[config.mk]
export PLATFORM = sky130hd
export DESIGN_NAME = cr_lz77_comp_ib_arb
export DESIGN_NICKNAME = d
export VERILOG_FILES = /design/src/rtl/cr_lz77_comp_ib_arb.sv
export SDC_FILE = /design/constraint.sdc
export NUM_CORES = 1
export LEC_CHECK = 0
export BUFFER_PORTS_ARGS = -buffer_cell sky130_fd_sc_hd__buf_2
export CAP_MARGIN = 10
export CORE_AREA = 2 2 83 85
export CTS_BUF_LIST = sky130_fd_sc_hd__clkbuf_4
export DETAILED_ROUTE_END_ITERATION = 16
export DIE_AREA = 0 0 85 87
export SYNTH_ARGS = -nofsm -noshare
export SYNTH_HDL_FRONTEND = slang
export SYNTH_SLANG_ARGS = --single-unit
[constraint.sdc]
create_clock -name clk -period 1.7 [get_ports clk]
set_clock_uncertainty 0.05 [all_clocks]
set_input_delay 0.17 -clock clk [delete_from_list [all_inputs] [get_ports clk]]
set_output_delay 0.17 -clock clk [all_outputs]
set_load 0.03 [all_outputs]
[src/rtl/cr_lz77_comp_ib_arb.sv]
// -----------------------------------------------------------------------------
// cr_lz77_comp_ib_arb
//
// Frame-granular round-robin arbiter that shares the single LZ77 compressor
// ingress between N_SRC AXI4-stream requesters. A grant lasts from the first
// beat of a frame to its tlast beat, so frames from different sources never
// interleave. While cfg_hold is high no new grant is issued; a frame already in
// flight still runs to completion.
//
// Ports
//   clk, rst        clock, synchronous active-high reset
//   src_tvalid      per-source valid                      [N_SRC]
//   src_tdata       source i at [i*DATA_W +: DATA_W]      [N_SRC*DATA_W]
//   src_tlast       per-source end of frame               [N_SRC]
//   src_tready      per-source ready                      [N_SRC]
//   dst_tvalid      valid toward the compressor ingress
//   dst_tdata       muxed data of the granted source      [DATA_W]
//   dst_tlast       muxed tlast of the granted source
//   dst_tid         index of the granted source           [ID_W]
//   dst_tready      compressor ready
//   cfg_hold        1 = issue no new grants
//   busy            a frame is in flight
//   active_id       registered grant index                [ID_W]
//   frame_done      one-cycle pulse after a tlast handshake
// -----------------------------------------------------------------------------
module cr_lz77_comp_ib_arb #(
  parameter int N_SRC  = 2,
  parameter int DATA_W = 64,
  parameter int ID_W   = 3
) (
  input  logic                    clk,
  input  logic                    rst,
  input  logic [N_SRC-1:0]        src_tvalid,
  input  logic [N_SRC*DATA_W-1:0] src_tdata,
  input  logic [N_SRC-1:0]        src_tlast,
  output logic [N_SRC-1:0]        src_tready,
  output logic                    dst_tvalid,
  output logic [DATA_W-1:0]       dst_tdata,
  output logic                    dst_tlast,
  output logic [ID_W-1:0]         dst_tid,
  input  logic                    dst_tready,
  input  logic                    cfg_hold,
  output logic                    busy,
  output logic [ID_W-1:0]         active_id,
  output logic                    frame_done
);

  typedef enum logic {
    S_IDLE = 1'b0,
    S_XFER = 1'b1
  } state_t;

  state_t          state_q, state_d;
  logic [ID_W-1:0] ptr_q, ptr_d;
  logic [ID_W-1:0] active_id_q, active_id_d;
  logic            frame_done_q, frame_done_d;

  // One-hot decode of the registered grant; drives both the data mux and the
  // ready fan-out so that neither depends on src_tvalid.
  logic [N_SRC-1:0] sel_oh;
  logic [DATA_W-1:0] data_masked [N_SRC];
  logic             in_xfer;

  assign in_xfer = (state_q == S_XFER);

  genvar gi;
  generate
    for (gi = 0; gi < N_SRC; gi++) begin : g_src
      assign sel_oh[gi]      = (active_id_q == ID_W'(gi));
      assign data_masked[gi] = src_tdata[gi*DATA_W +: DATA_W] & {DATA_W{sel_oh[gi]}};
      // dst_tready passes straight through to the granted source only.
      assign src_tready[gi]  = in_xfer & sel_oh[gi] & dst_tready;
    end
  endgenerate

  // AND-OR data mux. Outside XFER it still follows active_id, so after reset
  // the output shows source 0.
  always_comb begin
    dst_tdata = '0;
    for (int k = 0; k < N_SRC; k++) begin
      dst_tdata = dst_tdata | data_masked[k];
    end
  end

  assign dst_tlast  = |(src_tlast & sel_oh);
  assign dst_tvalid = in_xfer & (|(src_tvalid & sel_oh));
  assign dst_tid    = active_id_q;

  logic hs_last;
  assign hs_last = dst_tvalid & dst_tready & dst_tlast;

  // Round-robin pick. Rotating a doubled request vector right by ptr puts the
  // highest-priority requester at bit 0; the lowest set bit is the offset from
  // ptr. Adding it back and wrapping at N_SRC (not 2**ID_W) gives the index.
  logic [N_SRC-1:0] req_rot;
  logic [ID_W:0]    grant_off;
  logic [ID_W:0]    grant_sum;
  logic [ID_W-1:0]  grant_idx;

  always_comb begin
    req_rot   = N_SRC'({src_tvalid, src_tvalid} >> ptr_q);
    grant_off = '0;
    for (int k = N_SRC - 1; k >= 0; k--) begin
      if (req_rot[k]) begin
        grant_off = (ID_W + 1)'(k);
      end
    end
    grant_sum = {1'b0, ptr_q} + grant_off;
    if (grant_sum >= (ID_W + 1)'(N_SRC)) begin
      grant_sum = grant_sum - (ID_W + 1)'(N_SRC);
    end
    grant_idx = ID_W'(grant_sum);
  end

  // Next-state logic
  always_comb begin
    state_d      = state_q;
    ptr_d        = ptr_q;
    active_id_d  = active_id_q;
    frame_done_d = 1'b0;

    unique case (state_q)
      S_IDLE: begin
        // cfg_hold is only looked at here; a frame in flight is never cut.
        if (!cfg_hold && (|src_tvalid)) begin
          active_id_d = grant_idx;
          state_d     = S_XFER;
        end
      end
      S_XFER: begin
        // The grant is frozen until the tlast handshake. Returning to IDLE
        // guarantees at least one bubble before the next frame.
        if (hs_last) begin
          frame_done_d = 1'b1;
          state_d      = S_IDLE;
          if (active_id_q == ID_W'(N_SRC - 1)) begin
            ptr_d = '0;
          end else begin
            ptr_d = active_id_q + ID_W'(1);
          end
        end
      end
      default: begin
        state_d = S_IDLE;
      end
    endcase
  end

  always_ff @(posedge clk) begin
    if (rst) begin
      state_q      <= S_IDLE;
      ptr_q        <= '0;
      active_id_q  <= '0;
      frame_done_q <= 1'b0;
    end else begin
      state_q      <= state_d;
      ptr_q        <= ptr_d;
      active_id_q  <= active_id_d;
      frame_done_q <= frame_done_d;
    end
  end

  assign busy       = in_xfer;
  assign active_id  = active_id_q;
  assign frame_done = frame_done_q;

endmodule

# Yosys cells after proc, flatten, opt, wreduce, memory -nomap -nowiden
# Cells that the tools add are included.
# word_totals
register_bits,8
input_bits,136
output_inout_bits,76
word_cells,40
# op_classes
addsub,3
magnitude_cmp,1
n_eq_ne,1
shifts,1
mux,8
n_bitwise,13
reduce_logical,9
# op_table
op,n
64-bit AND,2
64-bit OR,1
2-bit OR reduction,4
1-bit AND,7
3-bit 2-to-1 mux,2
3-bit by 4-bit adder with 4-bit output,1
2-bit AND,2
4-bit by 2-bit greater-or-equal comparator with 1-bit output (second input constant),1
1-bit 2-to-1 mux,4
4-bit 2-to-1 mux,1
2-bit AND reduction,2
4-bit by 3-bit >> shifter with 2-bit output,1
3-bit by 1-bit adder with 3-bit output (second input constant),1
3-bit by 1-bit equality test with 1-bit output (second input constant),1
3-bit logical NOT,1
3-bit by 2-bit subtractor with 3-bit output (second input constant),1
1-bit one-hot mux with 2 select lines,1
1-bit logical AND,1
1-bit logical NOT,1
1-bit inverter,1

# Longest topological paths before layout
# logic_depth
depth_word,8
mapped_depth,5
depth_no_buf,3

# Least setup slack after synthesis
# No wires, ideal clock.
# synth_path
path_type,register to output
start,reg active_id_q[0] (netlist: active_id[0])
end,out dst_tvalid
t_arrival_ps,1639
required_ps,1480
path_slack_ps,-159
stages_incl_launch_ff,4
path_buffers,1
cell_sequence,dfxtp_1 -> buf_4 -> mux2i_1 -> nor3b_1
# synth_via
elab_chain_cells,4
elab_cells_between_ends,5
cone_classes,eq/ne: 1; bitwise: 2; reduce/logical: 2
# synth_lines
element,line_no,rtl
from (decl),55,"logic [ID_W-1:0] active_id_q, active_id_d;"
from (signal assigned),158,active_id_q <= active_id_d;
3-bit by 1-bit equality test with 1-bit output or 3-bit logical NOT (tied branches),69,assign sel_oh[gi] = (active_id_q == ID_W'(gi));
2-bit AND (*),86,assign dst_tvalid = in_xfer & (|(src_tvalid & sel_oh));
2-bit OR reduction (*),86,
1-bit AND (*),86,
to (decl),37,"output logic dst_tvalid,"
# Every way passes the cells marked *; elsewhere a longest branch is shown, timed or not.

# Worst setup path after layout
# layout_path
start,reg active_id_q[2] (netlist: active_id[2])
end,out dst_tdata[35]
# layout_via
elab_chain_cells,3
elab_cells_between_ends,5
cone_classes,eq/ne: 1; bitwise: 3; reduce/logical: 1
# layout_lines
element,line_no,rtl
3-bit by 1-bit equality test with 1-bit output or 3-bit logical NOT (tied branches),69,
64-bit AND,70,assign data_masked[gi] = src_tdata[gi*DATA_W +: DATA_W] & {DATA_W{sel_oh[gi]}};
64-bit OR (*),81,dst_tdata = dst_tdata | data_masked[k];
to (decl),38,"output logic [DATA_W-1:0] dst_tdata,"
# Marks and branches as above.

==> key figures <==
Synth
  – Mapped Area: 1081 µm²
  – Synth top area share: 0.5185
  – Post-synthesis sequential area ratio: 0.1481
  – Synth Warn #: 0
  – Synth top area cells: a22o_1 52%, dfxtp_1 15%, buf_2 5.6%
  – Yosys top cell by area: a22o_1
  – Gate Count Post-Synth: 127
  – Syn_area_per_cell: 8.512 µm²
  – Library cells used by synthesis: 26
  – Yosys reg bits: 8
  – Mapped Nets: 263

Drt
  – 1st-iter DRT viols: 59
  – DR pass1 iterations: 4
  – Routed vias: 2081
  – # DRC: 0
  – Avg Vias per Cell: 4.874
  – DR WL/cell: 18.47 µm
  – Antenna-violating nets left: 0
  – Detailed Route WL: 7.888 mm

Final layout
  – Layout Cells excl Fill: 427
  – Layout cells sized above 1: 0.9017
  – # nets final: 484
  – Area Overhead vs Synth: 203.1%
  – FILL cells: 575
  – Post-layout util: 0.4989

Floorplan
  – Initial Util: 0.1646
  – Die ar.: 7395 µm²
  – Die Span Y: 87 µm
  – IO Pins: 212
  – Std cell rows: 30
  – Die Wd: 85 µm
  – Core ar.: 6569 µm²

Global route
  – Initial antenna violation count: 1
  – Total Routing Usage GR: 0.1579
  – Vias in the first global route: 1786
  – First-pass GRT wire length: 9.404 mm
  – GRT overflow: 0
  – Pin count of the biggest net entering global routing: 40

Setup path
  – Slowest stage delay, CP: 0.31 ns
  – Top delay family on crit path: buffers and inverters
  – Worst path slowest cell: dfxtp_2
  – Crit Path Class: flop to output port
  – Worst path arrival time: 1.57 ns
  – Crit. End Element: output port
  – Cells along the critical path: or2_4 > nor2_4 > buf_12 > clkbuf_16 > a22o_2 > buf_6
  – Worst setup SP type: flop
  – Required time of the worst setup path: 1.48 ns
  – WP buf/inv: 3
  – Crit-path max FO: 10

Placed design
  – DP Wirelength: 5.237 mm
  – I/O Buffers: 211
  – # placed instances: 409
  – Routability Congestion: 0.7632
  – Post-Place Worst Slack: 0.03802 ns

Status
  – Failing checks: setup timing
  – Status: finished, violations left

CTS
  – Inserted Clock Buffers: 3
  – CTS Sinks: 8
  – Worst-Skew Late Latency: 0.25 ns
  – Worst-path clk slew: 0.05 ns
  – H-tree levels: 1
  – Root buf cell: clkbuf_4
  – Deepest clock path buffer count: 2
  – TritonCTS clock tree: built

Min path
  – Worst min-delay path class: input port to flop

Timing
  – Fin crit share: 1.052
  – Fin crit period: 1.788 ns
  – Sum Neg Setup Slack: -3.889 ns
  – Setup-failing EPs final: 64
  – Final hold viol count: 0
  – RSZ-0062 raised after global routing: true
  – Worst slew pin tran: 0.3205 ns
  – Max Clock Freq: 559.2 MHz
  – Fin worst setup slack: -0.08837 ns
  – Fin Hold WS: 0.1327 ns
  – Rel. slew slack: 0.7836
  – Slew Limit Fails: 0

Power
  – Power Density: 435.9 nW/µm²
  – Leakage power: 0.001794 µW
  – Worst vdd ir: 369.9 µV

Flow run
  – MaxCap Viol Count: 0
## routing by layer
metal,up-vias,wire length (µm),GRT usage
met1,977,3267,0.2153
met3,10,619,0.04455
met5,-,0,0
met4,0,63,0.01154
li1,973,-,-
met2,121,3937,0.2592
## path summary, 6_finish.rpt
path / startpoint / endpoint / slack [ns] / cells after the start
worst max-delay path: active_id[2]$_SDFFE_PP0P_ / dst_tdata[35] / -0.09 / 6
worst min-delay path: rst / active_id[2]$_SDFFE_PP0P_ / 0.13 / 2
worst max register to register: active_id[2]$_SDFFE_PP0P_ / ptr_q[0]$_SDFFE_PP0P_ / 0.12 / 4
worst min register to register: ptr_q[1]$_SDFFE_PP0P_ / active_id[2]$_SDFFE_PP0P_ / 0.45 / 2
## per-stage QoR
| step | total power, µW | cell area [µm²] |
|---|---|---|
| final | 1429 | 3277 |
| after global routing | 1485 | 3274 |
| after CTS | 1330 | 2908 |
| after detailed placement | 983.4 | 2335 |
| after global placement | 979.1 | 2335 |
| after floorplan | 677.6 | 1166 |
## power breakdown
| part | total (µW) | switching, µW | internal [µW] |
|---|---|---|---|
| logic | 1090 | 533 | 559 |
| registers | 196 | 4.57 | 192 |
| clock network | 140 | 59.7 | 80.5 |
| total | 1430 | 598 | 831 |
## cell usage after synthesis
master,instances
o21ai_0,3
nor4_4,1
nor2b_1,2
or2_1,1
inv_1,2
nor3_1,2
nor2_4,2
buf_4,4
or2_2,2
mux2i_1,2
o21bai_1,1
nor2_1,4
dfxtp_1,8
o21a_1,1
a21oi_1,4
o41ai_1,1
nand4b_1,1
buf_6,1
nand2_1,2
mux2_4,1
buf_2,12
o2111ai_1,1
nor3b_1,3
a22o_1,64
buf_1,1
nand4_1,1
## state kept, by name, summed over array words and instances (netlist names)
signal / flops
busy: 1
ptr_q: 3
active_id: 3
frame_done: 1
## layout by cell type, fill, tap and decap left out, types with 2 or more instances in the layout
cell type | netlist | routed
a21oi_1 | 4 | 4
a22o_1 | 64 | 2
a22o_2 | 0 | 39
a22o_4 | 0 | 23
buf_12 | 0 | 4
buf_16 | 0 | 4
buf_2 | 12 | 144
buf_4 | 4 | 7
buf_6 | 1 | 69
clkbuf_16 | 0 | 6
clkbuf_4 | 0 | 3
dfxtp_1 | 8 | 7
inv_1 | 2 | 2
nand2_1 | 2 | 2
nor2_1 | 4 | 4
nor2_4 | 2 | 2
nor2b_1 | 2 | 2
nor3_2 | 0 | 2
nor3b_1 | 3 | 2
o21ai_0 | 3 | 3
or2_2 | 2 | 2
## kinds of logic (layout without fill, tap and decap cells)
logic type             after synthesis  after routing  synth area share
muxes                                3              3           0.03240
DFF                                  8              8            0.1481
and+or+nand+nor                     21             21            0.1343
AOI/OAI and AO/OA                   75             75            0.5810
other                                0              1                 0
buffers and inverters               20            239            0.1042
## worst register-to-register path, delay by kind of cell (launching register included)
family,cells,cell delay (ns)
simple gates,2,0.60
mux,1,0.32
flops,1,0.31
buf+inv,1,0.18
## timing repair
item	CTS	global route
pin swaps	1	13
gates resized for setup	139	28
setup endpoints to repair	66	70
buffers inserted	4	2
gates cloned	2	8
hold buffers	0	0
## cell type report
| class | count | area (µm²) | share of cell area |
|---|---|---|---|
| well taps | 80 | 100.1 | 0.03055 |
| repair buffers | 234 | 1891 | 0.5769 |
| diodes | 1 | 2.502 | 0.0007637 |
| multi-input cells | 99 | 1092 | 0.3333 |
| inverters | 2 | 7.507 | 0.002291 |
| clock buffers | 3 | 22.52 | 0.006873 |
| flip-flops and latches | 8 | 161.4 | 0.04926 |
(Power assumes the default switching activity.)
